==> config.mk <==
export PLATFORM = sky130hd
export DESIGN_NAME = seq_mult7_ctrl
export DESIGN_NICKNAME = d
export VERILOG_FILES = /design/src/rtl/seq_mult7_ctrl_pkg.sv /design/src/rtl/seq_mult7_ctrl_seven_fulladder.sv /design/src/rtl/seq_mult7_ctrl.sv
export SDC_FILE = /design/constraint.sdc
export NUM_CORES = 1
export LEC_CHECK = 0
export CORE_MARGIN = 2
export CORE_UTILIZATION = 40
export CTS_CLUSTER_DIAMETER = 60
export CTS_CLUSTER_SIZE = 14
export DETAILED_ROUTE_END_ITERATION = 10
export GPL_ROUTABILITY_DRIVEN = 0
export PLACE_DENSITY = 0.7
export SETUP_SLACK_MARGIN = 0.15
export SLEW_MARGIN = 25
export SYNTH_ARGS = -nofsm -noshare
export SYNTH_HDL_FRONTEND = slang
export SYNTH_SLANG_ARGS = --single-unit
==> constraint.sdc <==
create_clock -name clk -period 4.4 [get_ports clk]
set_clock_uncertainty 0.1 [all_clocks]
set_input_delay 0.88 -clock clk [delete_from_list [all_inputs] [get_ports clk]]
set_output_delay 0.88 -clock clk [all_outputs]
set_load 0.02 [all_outputs]
==> src/rtl/seq_mult7_ctrl_pkg.sv <==
// Shared constants for the 7x7 shift-add multiplier: state encoding and widths.
package seq_mult7_ctrl_pkg;

    typedef enum logic [1:0] {
        IDLE = 2'd0,
        RUN  = 2'd1,
        DONE = 2'd2
    } state_e;

    localparam int OPW   = 7;
    localparam int PRODW = 14;
    localparam logic [2:0] CNT_LAST = 3'd6;

endpackage

==> src/rtl/seq_mult7_ctrl_seven_fulladder.sv <==
// 7-bit ripple-carry adder built as a chain of full-adder cells.
module seven_fulladder (
    input  logic [6:0] a_i,
    input  logic [6:0] b_i,
    input  logic       cin_i,
    output logic [6:0] sum_o,
    output logic       cout_o
);

    logic [7:0] c;

    assign c[0] = cin_i;

    for (genvar i = 0; i < 7; i++) begin : g_fa
        assign sum_o[i] = a_i[i] ^ b_i[i] ^ c[i];
        assign c[i+1]   = (a_i[i] & b_i[i]) | (c[i] & (a_i[i] ^ b_i[i]));
    end

    assign cout_o = c[7];

endmodule

==> src/rtl/seq_mult7_ctrl.sv <==
// Sequential 7x7 unsigned shift-add multiplier, 8 cycles per product.
// Optional SEQ_MULT7_EARLY_EXIT_EN: zero operand finishes one edge after start.
module seq_mult7_ctrl
    import seq_mult7_ctrl_pkg::*;
#(
    parameter int N = 7
) (
    input  logic           clk,
    input  logic           reset,
    input  logic           start,
    input  logic [N-1:0]   a,
    input  logic [N-1:0]   b,
    output logic           busy,
    output logic           done,
    output logic [2*N-1:0] product
);

    state_e            state_q, state_d;
    logic [2:0]        cnt_q, cnt_d;
    logic [OPW-1:0]    mcand_q, mcand_d;
    logic [OPW-1:0]    mq_q, mq_d;
    logic [OPW-1:0]    acc_hi_q, acc_hi_d;
    logic [PRODW-1:0]  product_q, product_d;

    logic [OPW-1:0]    addend;
    logic [OPW-1:0]    sum_lo;
    logic              sum_co;
    logic [OPW:0]      sum;

    assign addend = mq_q[0] ? mcand_q : '0;

    seven_fulladder u_add (
        .a_i    (acc_hi_q),
        .b_i    (addend),
        .cin_i  (1'b0),
        .sum_o  (sum_lo),
        .cout_o (sum_co)
    );

    // carry-out is kept as bit 7 so 127*127 never overflows
    assign sum = {sum_co, sum_lo};

    always_comb begin
        state_d   = state_q;
        cnt_d     = cnt_q;
        mcand_d   = mcand_q;
        mq_d      = mq_q;
        acc_hi_d  = acc_hi_q;
        product_d = product_q;
        unique case (state_q)
            RUN: begin
                acc_hi_d = sum[OPW:1];
                mq_d     = {sum[0], mq_q[OPW-1:1]};
                cnt_d    = cnt_q + 3'd1;
                if (cnt_q == CNT_LAST) begin
                    state_d   = DONE;
                    product_d = {sum, mq_q[OPW-1:1]};
                end
            end
            default: begin
                state_d = IDLE;
                if (start) begin
                    mcand_d  = a;
                    mq_d     = b;
                    acc_hi_d = '0;
                    cnt_d    = '0;
                    state_d  = RUN;
`ifdef SEQ_MULT7_EARLY_EXIT_EN
                    if (a == '0 || b == '0) begin
                        state_d   = DONE;
                        product_d = '0;
                    end
`endif
                end
            end
        endcase
    end

    always_ff @(posedge clk or posedge reset) begin
        if (reset) begin
            state_q   <= IDLE;
            cnt_q     <= '0;
            mcand_q   <= '0;
            mq_q      <= '0;
            acc_hi_q  <= '0;
            product_q <= '0;
        end else begin
            state_q   <= state_d;
            cnt_q     <= cnt_d;
            mcand_q   <= mcand_d;
            mq_q      <= mq_d;
            acc_hi_q  <= acc_hi_d;
            product_q <= product_d;
        end
    end

    assign busy    = (state_q == RUN);
    assign done    = (state_q == DONE);
    assign product = product_q;

endmodule

==> impl_metrics.ini, run 1 <==
[yosys]
syn-num-nets = 177
yosys_warnings = 0
ys_seq_area_frac = 0.5468
netlist_area_mm2 = 0.001831
synth_seq_cells = 40
syn_inst = 151
synth.avg_cell_area_um2 = 12.12
synth_cell_type_count = 23

[clocking]
cts_root_buf = clkbuf_8
cts_resized = 0
worstSkewPairLatency_ns = 0.29
postCtsSetupBuffers = 0
ctsHoldBuffers = 0
cts_made_buffers = 5
cts.sinks = 40
path_clk_slew_ns = 0.08
htreeDepth = 2
cts_tree = yes
cts_buffer_depth = 2

[power_and_ir_drop]
internal-power_uw = 978.1
pwr-share-clk = 0.166
p_sw_frac = 0.3631
p_seq_frac = 0.417
powerDensity_mw_per_mm2 = 679.3
power_uw = 1536
p_leak_uw = 0.001027
p_sw_uw = 557.7
ir_worst_vdd_v = 0.0002716
p_comb_frac = 0.417

[die]
initial_utilization = 0.4175
row_count = 24
dieArea_mm2 = 0.005134
die_y_um = 71.65
io_pins = 33
die_w_um = 71.65
coreArea_mm2 = 0.004384

[finish]
multi_input_area_um2 = 724.4
insertedDiodeCount = 0
nNetsFinal = 209
fillCellCount = 380
layoutNonFillerInstCount = 236
ff_latch_area_mm2 = 0.001001
layout_common_cells = dfrtp_1, clkdlybuf4s50_1, o21ai_0
syn2layout_area_growth_pct = 23.51
layout-drive-gt1-share = 0.1413
layout_commonest_cell = dfrtp_1

[outcome]
status = complete, no violations

[placement]
dp_hpwl_um = 2344
place_inst = 228
io_buffer_count = 32

[sta]
fin_tns_setup_ns = 0
min_period_ns = 3.649
fin_crit_sh = 0.8292
fmax_mhz = 274.1
slew_headroom = 0.4402
max_slew.worst_pin.slew_ns = 0.8397
hold_viol_final = 0
setup_violations = 0
rsz0062_at_grt = no
maxSlewViolCount = 0

[detailed_routing]
drc = 0
drtIter0Drc = 50
via_per_inst = 4.873
firstDrtPassIters = 4
totalWireLength_um = 3271
detail-route-antenna-nets = 0
wl_per_cell_um = 13.86
dr_total_vias = 1150

[setup_path]
crit_family = adder cells
start_kind = flip-flop
endpoint_kind = flip-flop
crit_chain = and2_1, ha_1, inv_1, fa_1, fa_1, fa_1, fa_1, fa_1, fa_1, o21ai_0
crit_buf_inv = 1
worstPathArrival_ns = 3.68
crit_path_frequent_cell = fa_1
path_class = reg2reg
slowest_delay_ns = 0.51
slowest_stage = fa_1
cp_data_required_time_ns = 4.44
crit_fanout = 8

[grt]
grt.overflow.total = 0
grt_pass1_vias = 1167
grt_max_degree = 24
grt_pass1_wl_um = 5595
track_usage = 0.1440
antenna_found_initial = 0

[job]
drv_cap = 0

[worst_hold_path]
holdCritPathClass = reg2reg
-- sequential cells by signal, indices dropped and copies added, names as in the netlist --
signal,flops
state_q,2
acc_hi_q,7
mcand_q,7
product,14
cnt_q,3
mq_q,7
-- power by group through the flow --
stage,Combinational [uW],Sequential (uW),Clock [uW]
after floorplan,395,686,0
after global placement,629,637,0
after detailed placement,652,648,0
after CTS,654,641,264
after global routing,718,663,286
final,641,640,255
-- tightest hold or removal path: stages, from the launching register on --
cell and delay [ns]:
dfrtp_1 0.35, nand2_1 0.04, o21ai_0 0.07
-- layout make-up --
cell class	count	area share
clock buffer	6	0.03652
tap	52	0.02878
clock inverter	2	0.006641
multi-input combinational	91	0.3204
timing repair buffer	33	0.1450
sequential	40	0.4427
inverter	12	0.01992
-- stage by stage --
stage	hold slack, ns	instance area (um^2)	setup WS, ns	utilization
floorplan	0.3668	1831	0.8996	-
global placement	0.3680	2163	0.9028	0.4934
detailed placement	0.3746	2163	0.7675	0.4934
CTS	0.3989	2261	0.7476	0.5157
global route	0.4166	2261	0.5500	0.5157
finish	0.3925	2261	0.7515	0.5157
-- cell usage after synthesis --
| master | number | share of area |
|---|---|---|
| a21o_1 | 1 | 0.0041 |
| a21oi_1 | 1 | 0.0027 |
| and2_1 | 1 | 0.0034 |
| and2b_1 | 1 | 0.0041 |
| buf_4 | 2 | 0.0082 |
| buf_6 | 3 | 0.018 |
| clkbuf_1 | 3 | 0.0062 |
| clkinv_1 | 1 | 0.0020 |
| dfrtp_1 | 40 | 0.55 |
| fa_1 | 6 | 0.066 |
| ha_1 | 3 | 0.021 |
| inv_1 | 10 | 0.021 |
| inv_2 | 1 | 0.0020 |
| mux2_2 | 9 | 0.055 |
| mux2_4 | 5 | 0.041 |
| mux2i_1 | 8 | 0.044 |
| nand2_1 | 20 | 0.041 |
| nand2_4 | 1 | 0.0062 |
| nand2b_1 | 1 | 0.0034 |
| nand3_1 | 9 | 0.025 |
| nand4b_4 | 1 | 0.013 |
| nor3b_1 | 1 | 0.0041 |
| o21ai_0 | 23 | 0.063 |
-- worst paths after layout --
check,from,to,slack [ns],cells past startpoint
setup / recovery,mq_q[0]$_DFFE_PP0P_,acc_hi_q[5]$_DFFE_PP0P_,0.75,10
hold / removal,product[8]$_DFFE_PP0P_,product[8]$_DFFE_PP0P_,0.39,2
setup reg to reg,mq_q[0]$_DFFE_PP0P_,acc_hi_q[5]$_DFFE_PP0P_,0.75,10
hold reg to reg,product[8]$_DFFE_PP0P_,product[8]$_DFFE_PP0P_,0.39,2
max in group asynchronous,reset,acc_hi_q[6]$_DFFE_PP0P_,2.52,3
min in group asynchronous,reset,product[1]$_DFFE_PP0P_,0.92,2
-- cell families after synthesis --
logic type,after synthesis,share of synthesized area
flops,40,0.5468
simple gates,35,0.09980
compound gates,25,0.06972
mux,22,0.1401
buf+inv,20,0.05741
fa+ha+maj,9,0.08613
-- per-layer routing --
metal  up-vias  share of wire  global-route usage
li1        562              -                   -
met1       553           0.47              0.1924
met2        31           0.46              0.2140
met3         4          0.060             0.05345
met4         0          0.016             0.05660
met5         -              0                   0
Note: power is estimated with default switching activity, not from simulation.
==> inputs of run 2 (changes only) <==
--- a/config.mk
+++ b/config.mk
@@ -11,7 +11,7 @@
 export CTS_CLUSTER_SIZE = 14
 export DETAILED_ROUTE_END_ITERATION = 10
 export GPL_ROUTABILITY_DRIVEN = 0
-export PLACE_DENSITY = 0.7
+export PLACE_DENSITY = 0.72
 export SETUP_SLACK_MARGIN = 0.15
 export SLEW_MARGIN = 25
 export SYNTH_ARGS = -nofsm -noshare
==> constraint.sdc (replaced) <==
create_clock -name clk -period 3.3 [get_ports clk]
set_clock_uncertainty 0.1 [all_clocks]
set_input_delay 0.66 -clock clk [delete_from_list [all_inputs] [get_ports clk]]
set_output_delay 0.66 -clock clk [all_outputs]
set_load 0.02 [all_outputs]
==> run 2 against run 1 <==
Count of clock-buffer cells in the layout up 2. Critical path depth unchanged. Largest power group unchanged. Largest cell class unchanged. Power grew 37%. Fmax grew 13%. Worst hold slack improved by 0.0071 ns. First-iteration DRC count increased by 74%. Global-route usage rose by 0.59 points. Combinational power grew 44%. Final cell count rose by 1.3%. Highest routed layer unchanged. Non-clock buffer count rose by 3. Sequential cell count unchanged.
==> impl_metrics.ini, run 2 (synthesis gave the netlist of run 1 again) <==
[setup_path]
crit_fanout = 2
slowest_stage = fa_1
path_class = reg2reg
cp_data_required_time_ns = 3.37
crit_buf_inv = 1
crit_path_frequent_cell = fa_2
crit_family = adder cells
worstPathArrival_ns = 3.29
start_kind = flip-flop
endpoint_kind = flip-flop
slowest_delay_ns = 0.51
crit_chain = and2_4, ha_4, inv_2, fa_2, fa_2, fa_2, fa_2, fa_2, fa_1, o21ai_1

[worst_hold_path]
holdCritPathClass = reg2reg

[power_and_ir_drop]
power_uw = 2109
internal-power_uw = 1345
p_comb_frac = 0.437
p_sw_uw = 763.6
p_sw_frac = 0.3621
powerDensity_mw_per_mm2 = 915.5
pwr-share-clk = 0.158
ir_worst_vdd_v = 0.0003669
p_seq_frac = 0.405
p_leak_uw = 0.001046

[finish]
ff_latch_area_mm2 = 0.001001
layout_commonest_cell = dfrtp_1
final_area_mm2 = 0.002303
largest_reg_flops = 14
multi_input_area_um2 = 752.0
fillCellCount = 375
final_core_util = 0.5254
layout_common_cells = dfrtp_1, clkdlybuf4s50_1, nand2_1
insertedDiodeCount = 0
syn2layout_area_growth_pct = 25.84
layout-drive-gt1-share = 0.1872
nNetsFinal = 212

[grt]
grt_pass1_wl_um = 5837
grt.overflow.total = 0
grt_max_degree = 41
grt_pass1_vias = 1214
track_usage = 0.1499
antenna_found_initial = 0

[detailed_routing]
drc = 0
via_per_inst = 4.895
totalWireLength_um = 3448
wl_per_cell_um = 14.43
firstDrtPassIters = 4
detail-route-antenna-nets = 0
dr_total_vias = 1170
drtIter0Drc = 87

[die]
initial_utilization = 0.4175
io_pins = 33
die_y_um = 71.65
die_w_um = 71.65
dieArea_mm2 = 0.005134
coreArea_mm2 = 0.004384
row_count = 24

[sta]
fmax_mhz = 310.7
whs_ns = 0.3996
maxSlewViolCount = 0
hold_viol_final = 0
max_slew.worst_pin.slew_ns = 0.5001
min_period_ns = 3.218
rsz0062_at_grt = yes
slew_headroom = 0.6666
setup_violations = 0
fin_crit_sh = 0.9752

[clocking]
cts_root_buf = clkbuf_8
postCtsSetupBuffers = 0
ctsHoldBuffers = 0
cts_made_buffers = 5
path_clk_slew_ns = 0.08
htreeDepth = 2
cts_buffer_depth = 2
cts_tree = yes
cts.sinks = 40
worstSkewPairLatency_ns = 0.29

[placement]
io_buffer_count = 32
dpl_cell_area_mm2 = 0.002213
dp_hpwl_um = 2471

[outcome]
status = complete, no violations

[job]
drv_cap = 0
run 2: cell types whose count changed in the layout (fill, tap and decap cells not counted), moves of 3 or more:
cell,before,now
o21ai_0,23,19
buf_4,1,4
fa_2,0,5
o21ai_1,0,4
fa_1,6,1
run 2: through the flow:
| stage | TNS (ns) | instances | setup WS, ns |
|---|---|---|---|
| floorplan | 0 | 151 | 0.07360 |
| global placement | 0 | 231 | 0.1611 |
| detailed placement | 0 | 231 | 0.05925 |
| CTS | 0 | 239 | 0.06041 |
| global route | -0.004483 | 239 | -0.004483 |
| finish | 0 | 239 | 0.08173 |
run 2: cell type report:
type	instances	area share
clock buffer	8	0.03911
inverter	12	0.01955
multi-input combinational	91	0.3265
sequential	40	0.4345
tap	52	0.02825
timing repair buffer	36	0.1521
run 2: final timing paths:
kind / startpoint / to / slack [ns] / cells past startpoint
setup / recovery: mcand_q[0]$_DFFE_PP0P_ / product[12]$_DFFE_PP0P_ / 0.08 / 10
hold / removal: product[9]$_DFFE_PP0P_ / product[9]$_DFFE_PP0P_ / 0.40 / 2
setup reg to reg: mcand_q[0]$_DFFE_PP0P_ / product[12]$_DFFE_PP0P_ / 0.08 / 10
hold reg to reg: product[9]$_DFFE_PP0P_ / product[9]$_DFFE_PP0P_ / 0.40 / 2
max in group asynchronous: reset / mcand_q[3]$_DFFE_PP0P_ / 2.05 / 3
min in group asynchronous: reset / product[0]$_DFFE_PP0P_ / 0.69 / 3
run 2: layer usage:
| layer | wire length [um] | GRT usage | part of all wire |
|---|---|---|---|
| met5 | 0 | 0 | 0 |
| met4 | 65 | 0.04403 | 0.019 |
| met3 | 196 | 0.05767 | 0.057 |
| met2 | 1631 | 0.2387 | 0.47 |
| met1 | 1555 | 0.1910 | 0.45 |
run 2: tightest hold or removal path, cell delays in order, from the launching register on:
cell	delay, ns
dfrtp_1	0.35
nand2_1	0.05
o21ai_0	0.06
run 2: what timing repair did:
action / 4_1_cts / 5_1_grt
setup endpoints to repair: 4 / 4
resized for setup: 1 / 2
gates cloned: 0 / 0
run 2: power groups by stage:
stage / sequential, uW / combinational (uW) / clock [uW]
4_1_cts: 856 / 935 / 342
3_5_place_dp: 864 / 932 / 0
2_1_floorplan: 920 / 559 / 0
3_3_place_gp: 844 / 888 / 0
5_1_grt: 880 / 1030 / 366
6_report: 854 / 922 / 333
==> edit: new RTL, config.mk and constraints of run 1 <==
The option `SEQ_MULT7_EARLY_EXIT_EN` is turned on by a define.
--- a/src/rtl/seq_mult7_ctrl.sv
+++ b/src/rtl/seq_mult7_ctrl.sv
@@ -1,5 +1,7 @@
 // Sequential 7x7 unsigned shift-add multiplier, 8 cycles per product.
 // Optional SEQ_MULT7_EARLY_EXIT_EN: zero operand finishes one edge after start.
+`define SEQ_MULT7_EARLY_EXIT_EN
+
 module seq_mult7_ctrl
     import seq_mult7_ctrl_pkg::*;
 #(
Function: changed (Yosys sat finds a counterexample within 4 cycles, from zero or initial values and one cycle with reset high).
==> edit against run 1 <==
  * Count of clock-buffer cells in the layout fell by 1
  * Core utilization decreased by 1.6 points
  * Setup slack gained 0.22 ns
  * Global-route usage increased by 1.3 points
  * Routed wire length grew 8.4%
  * Sequential cell count unchanged
  * Non-clock buffer count unchanged
  * Area after synthesis up 4.3%
  * Design area grew 2.9%
  * Power is 1.2% higher
  * Largest power group unchanged
==> edit: results (changes against run 1) <==
Run status
The run finished with clean final reports.

Yosys
The sequential area share after synthesis was 0.524 (-0.0226). In the synthesized netlist the dominant register cell turns out to be dfrtp_1. The number of warnings reported in the yosys synthesis log was 0 (unchanged).

The net count of the mapped netlist is 207 (+17%). The count of unique library cells instantiated by Yosys is 29 (+26%). After synthesis, the most frequently instantiated cells are nand2_1 (44), dfrtp_1 (40), o21ai_0 (13).

By area the synthesized netlist is led by dfrtp_1 (52%), nand2_1 (8.7%), fa_1 (6.3%). The fraction of registers with async set or reset after synthesis is 1.00 (unchanged).

Power and ir drop
The leakage power was 1.01 nW (-1.4%). The highest ir drop seen on vdd came to 0.244 mV (-10%). The internal power is 0.953 mW (-2.6%).

Drt
The number of DRC markers after the initial detailed-route iteration is 65 (+30%). The average wire per cell in the routed design is 13.3 µm (-4.2%). The number of vias per cell after detailed routing is 4.96 (+1.8%).

Final layout
The number of fill cells in the layout is 437 (+15%). The flip-flop count of the largest register, all copies and words added is 14 (unchanged). The fraction of final layout cells with drive strength greater than 1 is 0.103 (-0.0380). The final layout net count is 239 (+14%).

Clock tree
The post-CTS setup repair buffer count came to 0 (unchanged). The clock latency of the later-clocked register in the worst-skew pair is 0.31 ns (+0.02 ns). The number of clock buffers inserted by TritonCTS is 5 (unchanged). The tree is rooted in a clkbuf_8. The clock input transition at the sequential cells of the worst setup and hold paths was 0.08 ns (about the same).

Global routing
The via count of the first global-routing pass is 1333 (+14%). The first-pass GRT wire length came to 6.30 mm (+13%). The aggregate global-route resource usage is 0.157 (+0.0134).

The pin count of the biggest net entering global routing came to 41 (+71%).

Timing
The slew of the pin with the lowest slew margin is 0.670 ns (-0.170 ns).

Placed design
The HPWL reported at the end of detailed placement is 2.60 mm (+11%). The area after detailed placement is 2250 µm² (+3.8%).

Setup path
The library cell contributing the largest single delay on the critical path is dfrtp_1. The critical path's largest stage delay was 0.43 ns (-0.08 ns). The top cell family by delay on the critical path is adder cells.

Die
The horizontal die dimension is 73.1 µm (+2.0%).
edit: changes by cell type after synthesis, moves of 3 or more:
cell	delta
mux2_4	-5
inv_1	-3
and2_1	+4
o21ai_0	-10
a21oi_1	+11
nand2_1	+24
edit: cell type report:
class,count,share of cell area
clock buffer,5,0.0296
clock inverter,2,0.00538
inverter,9,0.0145
multi-input combinational,124,0.351
sequential,40,0.430
tap,54,0.0290
timing repair buffer,33,0.141
edit: cells by family after synthesis:
kind of cell / after synthesis / share of synthesized area
AOI/OAI and AO/OA: 30 / 0.0911
and+or+nand+nor: 71 / 0.176
DFF: 40 / 0.524
adders and majority gates: 9 / 0.0826
buffers and inverters: 17 / 0.0485
muxes: 14 / 0.0780
edit: power groups by stage:
stage / Sequential, mW / Combinational, mW / Clock, mW
floorplan: 0.701 / 0.387 / 0
global placement: 0.645 / 0.672 / 0
detailed placement: 0.648 / 0.684 / 0
CTS: 0.642 / 0.683 / 0.240
global route: 0.665 / 0.763 / 0.257
finish: 0.640 / 0.675 / 0.238
edit: worst reg2reg max path: cells and delay by family (launching register included):
family                   cells  cell delay, ns
AO/OA/AOI/OAI                1            0.21
adder cells (fa/ha/maj)      7            2.23
buffers and inverters        3            0.20
flip-flops                   1            0.43
AND/OR/NAND/NOR              1            0.16
edit: metal layers:
metal  vias up  wire length (µm)  global-route usage
met2        28              1480               0.219
met5         -                 0                   0
met1       624              1810               0.222
met3         7               152              0.0414
li1        666                 -                   -
met4         0               103              0.0864
edit: path summary, 6_finish.rpt:
path	slack [ns]	cells past startpoint	endpoint	start
max in group asynchronous	2.95	3	mq_q[2]	reset
min in group asynchronous	0.89	3	state_q[1]	reset
setup / recovery	0.97	12	product[12]	mq_q[0]
hold reg to reg	0.40	1	mcand_q[0]	mcand_q[0]
setup reg to reg	0.97	12	product[12]	mq_q[0]
hold / removal	0.40	1	mcand_q[0]	mcand_q[0]
edit: per-stage QoR:
stage	hold slack (ns)	power (mW)	cells	setup slack, ns	util
2_1_floorplan	0.371	1.09	181	1.11	-
3_3_place_gp	0.382	1.32	260	1.02	0.482
3_5_place_dp	0.386	1.33	260	0.945	0.482
4_1_cts	0.403	1.57	267	0.940	0.499
5_1_grt	0.419	1.68	267	0.762	0.499
6_report	0.399	1.55	267	0.974	0.499
